===== config.mk =====
export PLATFORM = sky130hd
export DESIGN_NAME = fetch_unit
export DESIGN_NICKNAME = d
export VERILOG_FILES = /design/src/rtl/mosby_pkg.sv /design/src/rtl/prefetch_fifo.sv /design/src/rtl/fetch_unit.sv
export SDC_FILE = /design/constraint.sdc
export NUM_CORES = 1
export LEC_CHECK = 0
export CAP_MARGIN = 10
export CORE_MARGIN = 5
export CORE_UTILIZATION = 40
export CTS_CLUSTER_DIAMETER = 150
export DETAILED_ROUTE_END_ITERATION = 7
export SLEW_MARGIN = 20
export SYNTH_ARGS = -nofsm -noshare
export SYNTH_HDL_FRONTEND = slang
export SYNTH_SLANG_ARGS = --single-unit

===== constraint.sdc =====
create_clock -name clk_2 -period 3.1 [get_ports clk_2]
set_clock_uncertainty 0.05 [all_clocks]
set_input_delay 0.465 -clock clk_2 [delete_from_list [all_inputs] [get_ports clk_2]]
set_output_delay 0.465 -clock clk_2 [all_outputs]
set_load 0.1 [all_outputs]

===== src/rtl/mosby_pkg.sv =====
// Shared definitions for the mosby fetch path: constants, fetch state encoding
// and the redirect address helper.
package mosby_pkg;

    localparam logic [7:0]  NOP          = 8'hEA;
    localparam logic [15:0] RESET_VECTOR = 16'hFFFC;
    localparam int          FIFO_DEPTH   = 2;
    localparam int          CNT_W        = $clog2(FIFO_DEPTH + 1);

    typedef enum logic [1:0] {
        VEC_LO = 2'd0,
        VEC_HI = 2'd1,
        RUN    = 2'd2,
        FLUSH  = 2'd3
    } fetch_state_t;

    // A page-local redirect keeps the current page and swaps only the low byte.
    function automatic logic [15:0] redirect_addr(input logic [15:0] cur_pc,
                                                  input logic [15:0] target,
                                                  input logic        lower_byte);
        return lower_byte ? {cur_pc[15:8], target[7:0]} : target;
    endfunction

endpackage


===== src/rtl/prefetch_fifo.sv =====
// Small byte FIFO holding prefetched instruction bytes ahead of the decoder.
module prefetch_fifo
    import mosby_pkg::*;
#(
    parameter int DEPTH = FIFO_DEPTH,
    parameter int W     = 8,
    localparam int CW   = $clog2(DEPTH + 1),
    localparam int PW   = (DEPTH > 1) ? $clog2(DEPTH) : 1
) (
    input  logic          clk_2,
    input  logic          rst,
    input  logic          push,
    input  logic          pop,
    input  logic          clear,
    input  logic [W-1:0]  din,
    output logic [W-1:0]  head,
    output logic [CW-1:0] count
);

    logic [W-1:0]  mem [DEPTH];
    logic [PW-1:0] rd_ptr, wr_ptr;
    logic          push_ok, pop_ok;

    function automatic logic [PW-1:0] ptr_inc(input logic [PW-1:0] p);
        return (p == PW'(DEPTH - 1)) ? '0 : p + 1'b1;
    endfunction

    // A full FIFO still accepts a push when the same cycle pops the head.
    assign pop_ok  = pop && (count != '0);
    assign push_ok = push && ((count != CW'(DEPTH)) || pop_ok);
    assign head    = mem[rd_ptr];

    always_ff @(posedge clk_2) begin
        if (push_ok && !rst && !clear)
            mem[wr_ptr] <= din;
    end

    always_ff @(posedge clk_2) begin
        if (rst || clear) begin
            rd_ptr <= '0;
            wr_ptr <= '0;
            count  <= '0;
        end else begin
            if (push_ok) wr_ptr <= ptr_inc(wr_ptr);
            if (pop_ok)  rd_ptr <= ptr_inc(rd_ptr);
            case ({push_ok, pop_ok})
                2'b10:   count <= count + 1'b1;
                2'b01:   count <= count - 1'b1;
                default: count <= count;
            endcase
        end
    end

endmodule


===== src/rtl/fetch_unit.sv =====
// Instruction fetch: reads the reset vector, then streams bytes into a small
// prefetch buffer and hands them to the decoder, honouring branch redirects.
module fetch_unit
    import mosby_pkg::*;
(
    input  logic        clk_2,
    input  logic        rst,
    input  logic        increment,
    input  logic        branch_uncon,
    input  logic        branch_con,
    input  logic        cond_met,
    input  logic        lower_byte,
    input  logic [15:0] branch_target,
    output logic        mem_req,
    output logic [15:0] mem_addr,
    input  logic        mem_ready,
    input  logic [7:0]  mem_data,
    output logic [7:0]  instruction,
    output logic        normal,
    output logic        flush,
    output logic [15:0] pc
);

    fetch_state_t     state;
    logic [7:0]       vec_lo;
    logic [15:0]      fetch_ptr;
    logic [7:0]       fifo_head;
    logic [CNT_W-1:0] fifo_count;
    logic             fifo_full;
    logic             taken, push, pop;

    assign fifo_full = (fifo_count == CNT_W'(FIFO_DEPTH));
    assign taken     = (state == RUN) && (branch_uncon || (branch_con && cond_met));

    always_comb begin
        mem_req  = 1'b0;
        mem_addr = RESET_VECTOR;
        if (!rst) begin
            case (state)
                VEC_LO: begin mem_req = 1'b1; mem_addr = RESET_VECTOR; end
                VEC_HI: begin mem_req = 1'b1; mem_addr = RESET_VECTOR + 16'd1; end
                RUN:    begin mem_req = !fifo_full; mem_addr = fetch_ptr; end
                default: begin mem_req = 1'b0; mem_addr = fetch_ptr; end
            endcase
        end
    end

    // A redirect wins over both ends of the FIFO; the byte landing that cycle is dropped.
    assign push        = (state == RUN) && mem_req && mem_ready && !taken;
    assign pop         = (state == RUN) && increment && normal && !taken && !rst;
    assign normal      = !rst && (fifo_count != '0);
    assign instruction = normal ? fifo_head : NOP;

    always_ff @(posedge clk_2) begin
        if (rst) begin
            state     <= VEC_LO;
            vec_lo    <= 8'h00;
            pc        <= 16'h0000;
            fetch_ptr <= 16'h0000;
            flush     <= 1'b0;
        end else begin
            flush <= 1'b0;
            case (state)
                VEC_LO: if (mem_ready) begin
                    vec_lo <= mem_data;
                    state  <= VEC_HI;
                end
                VEC_HI: if (mem_ready) begin
                    pc        <= {mem_data, vec_lo};
                    fetch_ptr <= {mem_data, vec_lo};
                    state     <= RUN;
                end
                RUN: begin
                    if (taken) begin
                        pc        <= redirect_addr(pc, branch_target, lower_byte);
                        fetch_ptr <= redirect_addr(pc, branch_target, lower_byte);
                        flush     <= 1'b1;
                        state     <= FLUSH;
                    end else begin
                        if (push) fetch_ptr <= fetch_ptr + 16'd1;
                        if (pop)  pc        <= pc + 16'd1;
                    end
                end
                default: state <= RUN;
            endcase
        end
    end

    prefetch_fifo #(.DEPTH(FIFO_DEPTH), .W(8)) u_fifo (
        .clk_2 (clk_2),
        .rst   (rst),
        .push  (push),
        .pop   (pop),
        .clear (taken),
        .din   (mem_data),
        .head  (fifo_head),
        .count (fifo_count)
    );

endmodule


## Word level (Yosys, flattened, before mapping)

Memories as Yosys holds them, arrays and structs flattened. A register that Yosys moved wholly into a read port is not among the register bits.
Index checks and enable logic that the tools add are counted.
W data, S select, Z words.

| word-level totals | value |
|---|---|
| flip-flop bits (word level) | 47 |
| bits in latches | 0 |
| bits in writable memories | 16 |
| ROM bits | 0 |
| input bits | 32 |
| output and inout bits | 43 |
| word-level logic and storage cells | 82 |
| memories | 1 |

Memories:

| memory | depth | width | rd ports | clocked after Yosys merged registers in | wr ports | line | RTL |
|---|---|---|---|---|---|---|---|
| u_fifo.mem | 2 | 8 | 1 | 1 | 1 | prefetch_fifo.sv:20 | `logic [W-1:0] mem [DEPTH];` |

| operators by class | value |
|---|---|
| $add $sub $neg | 6 |
| multiply operators | 0 |
| div/mod/pow operators | 0 |
| $lt $le $gt $ge | 0 |
| equality and inequality tests | 11 |
| shift operators | 0 |
| multiplexer cells | 25 |
| bitwise operators | 1 |
| reduce and logical (&&, ||, !) cells | 30 |

Operators with widths:

| kind | count |
|---|---|
| $mux W16 | 7 |
| $pmux W16 S2 | 3 |
| $add A16 B1 Y16 const B | 2 |
| $logic_and A1 B1 Y1 | 14 |
| $reduce_and A3 Y1 | 3 |
| $mux W1 | 8 |
| $mux W8 | 1 |
| $eq A2 B2 Y1 const B | 3 |
| $mux W2 | 3 |
| $ne A2 B2 Y1 const B | 3 |
| $ne A3 B1 Y1 const B | 2 |
| $pmux W2 S3 | 1 |
| $reduce_bool A2 Y1 | 3 |
| $eq A2 B1 Y1 const B | 2 |
| $pmux W2 S2 | 1 |
| $reduce_or A2 Y1 | 2 |
| $logic_not A1 Y1 | 3 |
| $logic_or A1 B1 Y1 | 3 |
| $add A1 B1 Y1 const B | 2 |
| $add A2 B1 Y2 const B | 1 |
| $logic_not A2 Y1 | 1 |
| $ne A2 B1 Y1 const B | 1 |
| $pmux W1 S2 | 1 |
| $reduce_and A2 Y1 | 1 |
| other kinds (2) | 2 |

## Longest topological paths before layout

| logic depth | value |
|---|---|
| depth in word-level cells | 13 |
| mapped depth | 11 |
| depth with buffers taken out | 10 |

## By module

From an unflattened synthesis, not the netlist that was laid out.

| second synthesis, totals | value |
|---|---|
| cells, all modules | 429 |
| area, all modules | 3,803.6 um2 |

By module, submodules not included:

| module | instances | cells each | area each (um2) | seq. area each (um2) |
|---|---|---|---|---|
| fetch_unit | 1 | 380 | 2,996.6 | 860.8 |
| prefetch_fifo | 1 | 49 | 807.0 | 580.6 |

## Worst setup path before layout

OpenSTA, ideal clock, no wires.

| path | value |
|---|---|
| path kind | input to output |
| from | in rst |
| to | out mem_addr[0] |
| arrival time | 2.330 ns |
| path slack | 0.255 ns |
| stages on the path | 3 |
| cells stage by stage | clkbuf_1 -> clkbuf_1 -> a21oi_1 |

| between the ends | value |
|---|---|
| longest elaborated chain between the ends | 1 |

RTL lines:

| what | line | RTL |
|---|---|---|
| start: declaration | fetch_unit.sv:7 | `input logic rst,` |
| $mux W16 | fetch_unit.sv:38 | `if (!rst) begin` |
| end: declaration | fetch_unit.sv:15 | `output logic [15:0] mem_addr,` |

No other way between the ends.

## Worst setup path in the final report

| path | value |
|---|---|
| from | in rst |
| to | reg u_fifo.count[1] |

| between the ends | value |
|---|---|
| longest elaborated chain between the ends | 10 |
| elaborated cells on any way between the ends | 17 |
| those cells by class | eq/ne: 2; mux: 2; reduce/logical: 13 |

RTL lines:

| what | line | RTL |
|---|---|---|
| $logic_not A1 Y1 | fetch_unit.sv:50, fetch_unit.sv:51 |  |
| $logic_and A1 B1 Y1 | fetch_unit.sv:51 | `assign normal = !rst && (fifo_count != '0);` |
| $logic_and A1 B1 Y1 (3 in a row) | fetch_unit.sv:50 | `assign pop = (state == RUN) && increment && normal && !taken && !rst;` |
| $logic_and A1 B1 Y1 | prefetch_fifo.sv:29 | `assign pop_ok = pop && (count != '0);` |
| $logic_or A1 B1 Y1 | prefetch_fifo.sv:30 | `assign push_ok = push && ((count != CW'(DEPTH)) \|\| pop_ok);` |
| $logic_and A1 B1 Y1 | prefetch_fifo.sv:30 |  |
| $eq A2 B1 Y1 / $eq A2 B2 Y1 (equally long branches) | prefetch_fifo.sv:46 | `case ({push_ok, pop_ok})` |
| $pmux W2 S2 / $reduce_bool A2 Y1 (equally long branches) | - |  |
| end signal: assignment | prefetch_fifo.sv:47 | `2'b10: count <= count + 1'b1;` |
| end signal: assignment | prefetch_fifo.sv:48 | `2'b01: count <= count - 1'b1;` |
| end signal: assignment | prefetch_fifo.sv:49 | `default: count <= count;` |
| end: declaration | prefetch_fifo.sv:17 | `output logic [CW-1:0] count` |

Parallel ways exist; a longest one is shown, timed or not.
A chain may end at the register's enable or synchronous reset.

==> reports/metrics.cfg <==
[run_status]
status = finished, final reports clean

[timing]
drv_slew = 0
setup-violations-final = 0
min_period_ns = 2.43
clock.fmax_mhz = 412
tns_ns = 0
finalHoldViolCount = 0
max-slew-margin-rel_pct = 59.8
worst_slew_pin_slew_ns = 0.597
rsz0062_at_grt = no
fin_crit_sh_pct = 78.3
hold_slack_ns = 0.437

[place]
placed_cell_area_sq_um = 4840
dp_hpwl_mm = 9.02
port_buffers = 74
gp_congestion = 0.888

[floorplanning]
core_area_sq_um = 9150
die_x_um = 107
fp.dieH_um = 107
ios = 75
rows = 35
start_util_pct = 40.8
dieArea_sq_um = 11400

[setup_path]
cp-end-kind = flip-flop
critPathTopFamily = simple AND/OR/NAND/NOR gates
critical_path.most_common_cell = nor2_1
crit_fanout = 9
cp.depth = 10
worstPathCellList = clkdlybuf4s50_1, inv_2, o21ai_2, inv_4, a21oi_2, or4b_4, ha_1, nor2_1, xnor2_1, nor2_1
r2r_cells = 7
slowest_stage = or4b_4
setup.worst_path.class = in2reg
cp_slowest_stage_delay_ns = 0.56
required_ns = 3.29
cp-start-kind = input pin
critPathBufInv = 3
critPathArrivalTime_ns = 2.62

[clock_network]
clock_sinks = 64
cts_buffers = 9
max-clock-path-buffers = 2
cts_max_level = 3
cts_tree = yes
cts_setup_buffers = 0
clk_latency_ns = 0.35
hold_buffers = 0
clk_pin_slew_ns = 0.08
cts_resized = 0
root_buffer = clkbuf_8

[finish]
area_delta_synth_final_pct = 35.6
layout.nets = 551
final_util_pct = 55.4
seq_area_sq_um = 1440
fillCellCount = 830
drive_above_1_share_pct = 19.0
multiInputGateArea_sq_um = 2120
antenna-diode-count = 0
stdcell_area_sq_um = 5070

[logic_synthesis]
synth-edff-count = 16
yosysWarnings = 0
netlist_area_sq_um = 3740
synth_area_leader_cell = dfxtp_1
ys_ff_latch = 64
synthFlopType = dfxtp_1
async_flop_share_pct = 0
yosysMostFrequentCell = dfxtp_1
synth_area_leaders = dfxtp_1, edfxtp_1, mux2i_1, nor2_1, a21oi_1
synthDistinctLibCells = 67
netlist_instances = 439
synth_common_cells = dfxtp_1, nor2_1, nand2_1
synth.top_cell.area_share_pct = 25.7
avgSynthCellArea_sq_um = 8.51
ys_seq_area_share_pct = 38.6
syn_nets = 474

[global_routing]
antenna_found_initial = 0
grt_max_degree = 28
grt_usage_pct = 21.6
grt_pass1_vias = 3548
grt_pass1_wl_mm = 19.2
grt-ovfl-total = 0

[route]
drtAntennaViolNets = 0
drtPass1Iterations = 5
wire_per_inst_um = 19.2
wirelength_mm = 12.1
viasPerCell = 5.89
drc_errors = 0
drt_iter0_drc = 276
vias = 3720

[run]
drv_cap = 0

[worst_hold_path]
worstHoldPathCells = 2
min_path_type = reg2reg

[power_and_ir_drop]
irDropWorstVdd_uv = 227
p_per_area_nw_per_um2 = 450
p_leak_nw = 1.86

flip-flops by register name (all words and copies together) (netlist names), named ones only:
| name | flops |
|---|---|
| fetch_ptr | 16 |
| pc | 16 |
| u_fifo.mem | 16 |
| vec_lo | 8 |
| state | 2 |
| u_fifo.count | 2 |
| flush | 1 |
| u_fifo.rd_ptr | 1 |
| u_fifo.wr_ptr | 1 |
report_power, final:
| group | internal, W | total [W] | switching [W] |
|---|---|---|---|
| registers | 0.000887 | 0.000931 | 0.0000444 |
| clock network | 0.000462 | 0.000831 | 0.000369 |
| logic | 0.000180 | 0.000519 | 0.000339 |
| total | 0.00153 | 0.00228 | 0.000752 |
metrics by stage:
stage                     worst slack (ns)  instances  power [W]
after floorplan                      0.255        439    0.00127
after global placement               0.312        616    0.00146
after detailed placement             0.318        616    0.00146
after CTS                            0.675        632    0.00230
after global routing                 0.554        632    0.00238
final                                0.672        632    0.00228
cells in the final DEF (no fill, tap or decap), types with 8 or more instances in the layout:
cell type,Yosys,routed
mux2i_1,24,24
edfxtp_1,16,16
o21ai_0,22,22
nand2_1,44,44
nand2b_1,16,16
a21oi_1,34,34
nor3_1,14,14
clkbuf_8,0,9
dfxtp_1,48,48
buf_12,0,26
nand3_1,19,19
buf_4,1,37
a211oi_1,9,9
nor2_1,46,46
clkdlybuf4s50_1,0,31
o31ai_1,8,8
path summary, 6_finish.rpt:
path	slack, ns	endpoint	from
max	0.67	u_fifo.count[1]	rst
min	0.44	fetch_ptr[15]	fetch_ptr[15]
max reg2reg	0.67	u_fifo.count[1]	state[1]
min reg2reg	0.44	fetch_ptr[15]	fetch_ptr[15]
metal layers:
| metal | up-vias | global-route usage, % | wire, um |
|---|---|---|---|
| met3 | 27 | 4.27 | 825 |
| met5 | - | 0 | 0 |
| met4 | 0 | 9.68 | 417 |
| met1 | 1737 | 29.0 | 5270 |
| met2 | 176 | 33.7 | 5610 |
| li1 | 1780 | - | - |
layout make-up:
| cell class | instances | area share (%) |
|---|---|---|
| Timing Repair Buffer | 94 | 21.9 |
| Multi-Input combinational cell | 340 | 41.9 |
| Sequential cell | 64 | 28.5 |
| Tap cell | 111 | 2.74 |
| Clock buffer | 9 | 2.45 |
| Inverter | 7 | 0.568 |
| Clock inverter | 7 | 2.05 |
worst min-delay path, stage by stage, from the launching register on:
cell	delay, ns
dfxtp_1	0.32
o21ai_0	0.06
a21oi_1	0.06
cell families (layout without fill, tap and decap cells):
logic type / Yosys count / count (layout) / share of synthesized area [%]
buffers and inverters: 35 / 117 / 4.65
XOR/XNOR: 4 / 4 / 1.14
flip-flops: 64 / 64 / 38.6
multiplexers: 25 / 25 / 6.73
AO/OA/AOI/OAI: 119 / 119 / 21.3
adder cells (fa/ha/maj): 3 / 3 / 1.00
AND/OR/NAND/NOR: 189 / 189 / 26.6
(Power assumes the default switching activity.)
==> edit (config.mk and constraints unchanged) <==
Change the package constant `FIFO_DEPTH` from 2 to 1.
--- a/src/rtl/mosby_pkg.sv
+++ b/src/rtl/mosby_pkg.sv
@@ -4,7 +4,7 @@
 
     localparam logic [7:0]  NOP          = 8'hEA;
     localparam logic [15:0] RESET_VECTOR = 16'hFFFC;
-    localparam int          FIFO_DEPTH   = 2;
+    localparam int          FIFO_DEPTH   = 1;
     localparam int          CNT_W        = $clog2(FIFO_DEPTH + 1);
 
     typedef enum logic [1:0] {
Function: changed (Yosys sat finds a counterexample within 4 cycles, from zero or initial values and one cycle with rst high).
==> edit against the original RTL <==
Clock power fell by 48%. Critical path depth is 5 lower. Sequential cell count decreased by 12. Setup slack got worse by 0.0098 ns. Combinational power grew 2%. Synthesized area fell by 16%. Power decreased by 24%. Cell area decreased by 15%. Routed wire length down 16%. Highest routed layer unchanged.
==> edit: results (changes against the original RTL) <==
- M1 WL: 4670 um (-11%)
- Switching Fraction: 0.382 (+0.0527)
- First-pass GRT wire length: 16,400 um (-15%)
- Total GRT Usage: 0.206 (-0.0100)
- Met2 GRT Util: 0.318 (-0.0191)
- # nets final: 500 (-9.3%)
- Status: completed
- LEAKAGE: 1.66 nW (-11%)
- Synth Area in Adders: 0.00794 (-0.00211)
- Post-synthesis mux area share: 0.0544 (-0.0129)
- Drt pass-1 iters: 4 (-1)
- Crit-path slowest cell: dfxtp_1
- Seq group: 0.772 mW (-17%)
- Vias in the first global route: 3,036 (-14%)
- Clk Latency, worst-skew pair: 0.32 ns (-0.03 ns)
- Met1 Use GR: 0.304 (+0.0142)
- Synth top area cells: dfxtp_1 28%, edfxtp_1 7.6%, a21oi_1 6.5%
- Metal3 WL: 576 um (-30%)
- Unique masters post-synth: 59 (-12%)
- Final WL: 10,200 um (-16%)
- Dpl hpwl: 7660 um (-15%)
- Iter 0 DRT Violations: 263 (-4.7%)
- Top cells by count, synth: 44 x dfxtp_1, 41 x a21oi_1, 35 x nand2_1
- CP top delay family: compound AO/OA/AOI/OAI gates
- Met3 global-route usage: 0.0297 (-0.0130)
- Met2 routed WL: 4800 um (-15%)
- Post-synthesis compound-gate area fraction: 0.245 (+0.0316)
- Max VDD drop: 0.230 mV (+1.3%)
- Clock net power: 0.433 mW (-48%)
- Xor/xnor share of the synthesized area: 0.00834 (-0.00305)
- Pre-CTS setup slack: 0.416 ns (+0.0975 ns)
- H-Tree Depth: 2 (-1)
- Worst-margin pin slew: 0.656 ns (+0.0586 ns)
- Finished Layout Cells: 569 (-10%)
- Placed inst area: 4220 sq um (-13%)
- Sequential cell area fraction in the yosys report: 0.356 (-0.0301)
- DR vias/cell: 5.69 (-3.3%)
- Post-synth EDFFs: 8 (-8)
- Syn_nets: 431 (-9.1%)
- Num CTS Buffers: 5 (-4)
- Largest net degree at the start of global routing: 26 (-7.1%)
- Placer congestion estimate: 0.903 (+1.7%)
- Placed instance count: 561 (-8.9%)
- Max incr delay on CP: 0.59 ns (+0.03 ns)
- Post-Syn Instances: 397 (-9.6%)
[edit: path summary, 6_finish.rpt]
| check | end | from | slack [ns] | cells after the start |
|---|---|---|---|---|
| min | vec_lo[0]$_SDFFE_PP0P_ | vec_lo[0]$_SDFFE_PP0P_ | 0.47 | 2 |
| min reg2reg | vec_lo[0]$_SDFFE_PP0P_ | vec_lo[0]$_SDFFE_PP0P_ | 0.47 | 2 |
| max reg2reg | pc[10]$_SDFFE_PP0P_ | state[1]$_SDFFE_PP0P_ | 0.66 | 5 |
| max | pc[10]$_SDFFE_PP0P_ | state[1]$_SDFFE_PP0P_ | 0.66 | 5 |
[edit: area by class of cell]
| class | count | area, sq um |
|---|---|---|
| clock buffer | 5 | 68.8 |
| clock inverter | 3 | 28.8 |
| fill | 744 | 3370 |
| inverter | 13 | 48.8 |
| multi-input combinational | 305 | 1850 |
| sequential | 52 | 1120 |
| tap | 102 | 128 |
| timing repair buffer | 89 | 1070 |
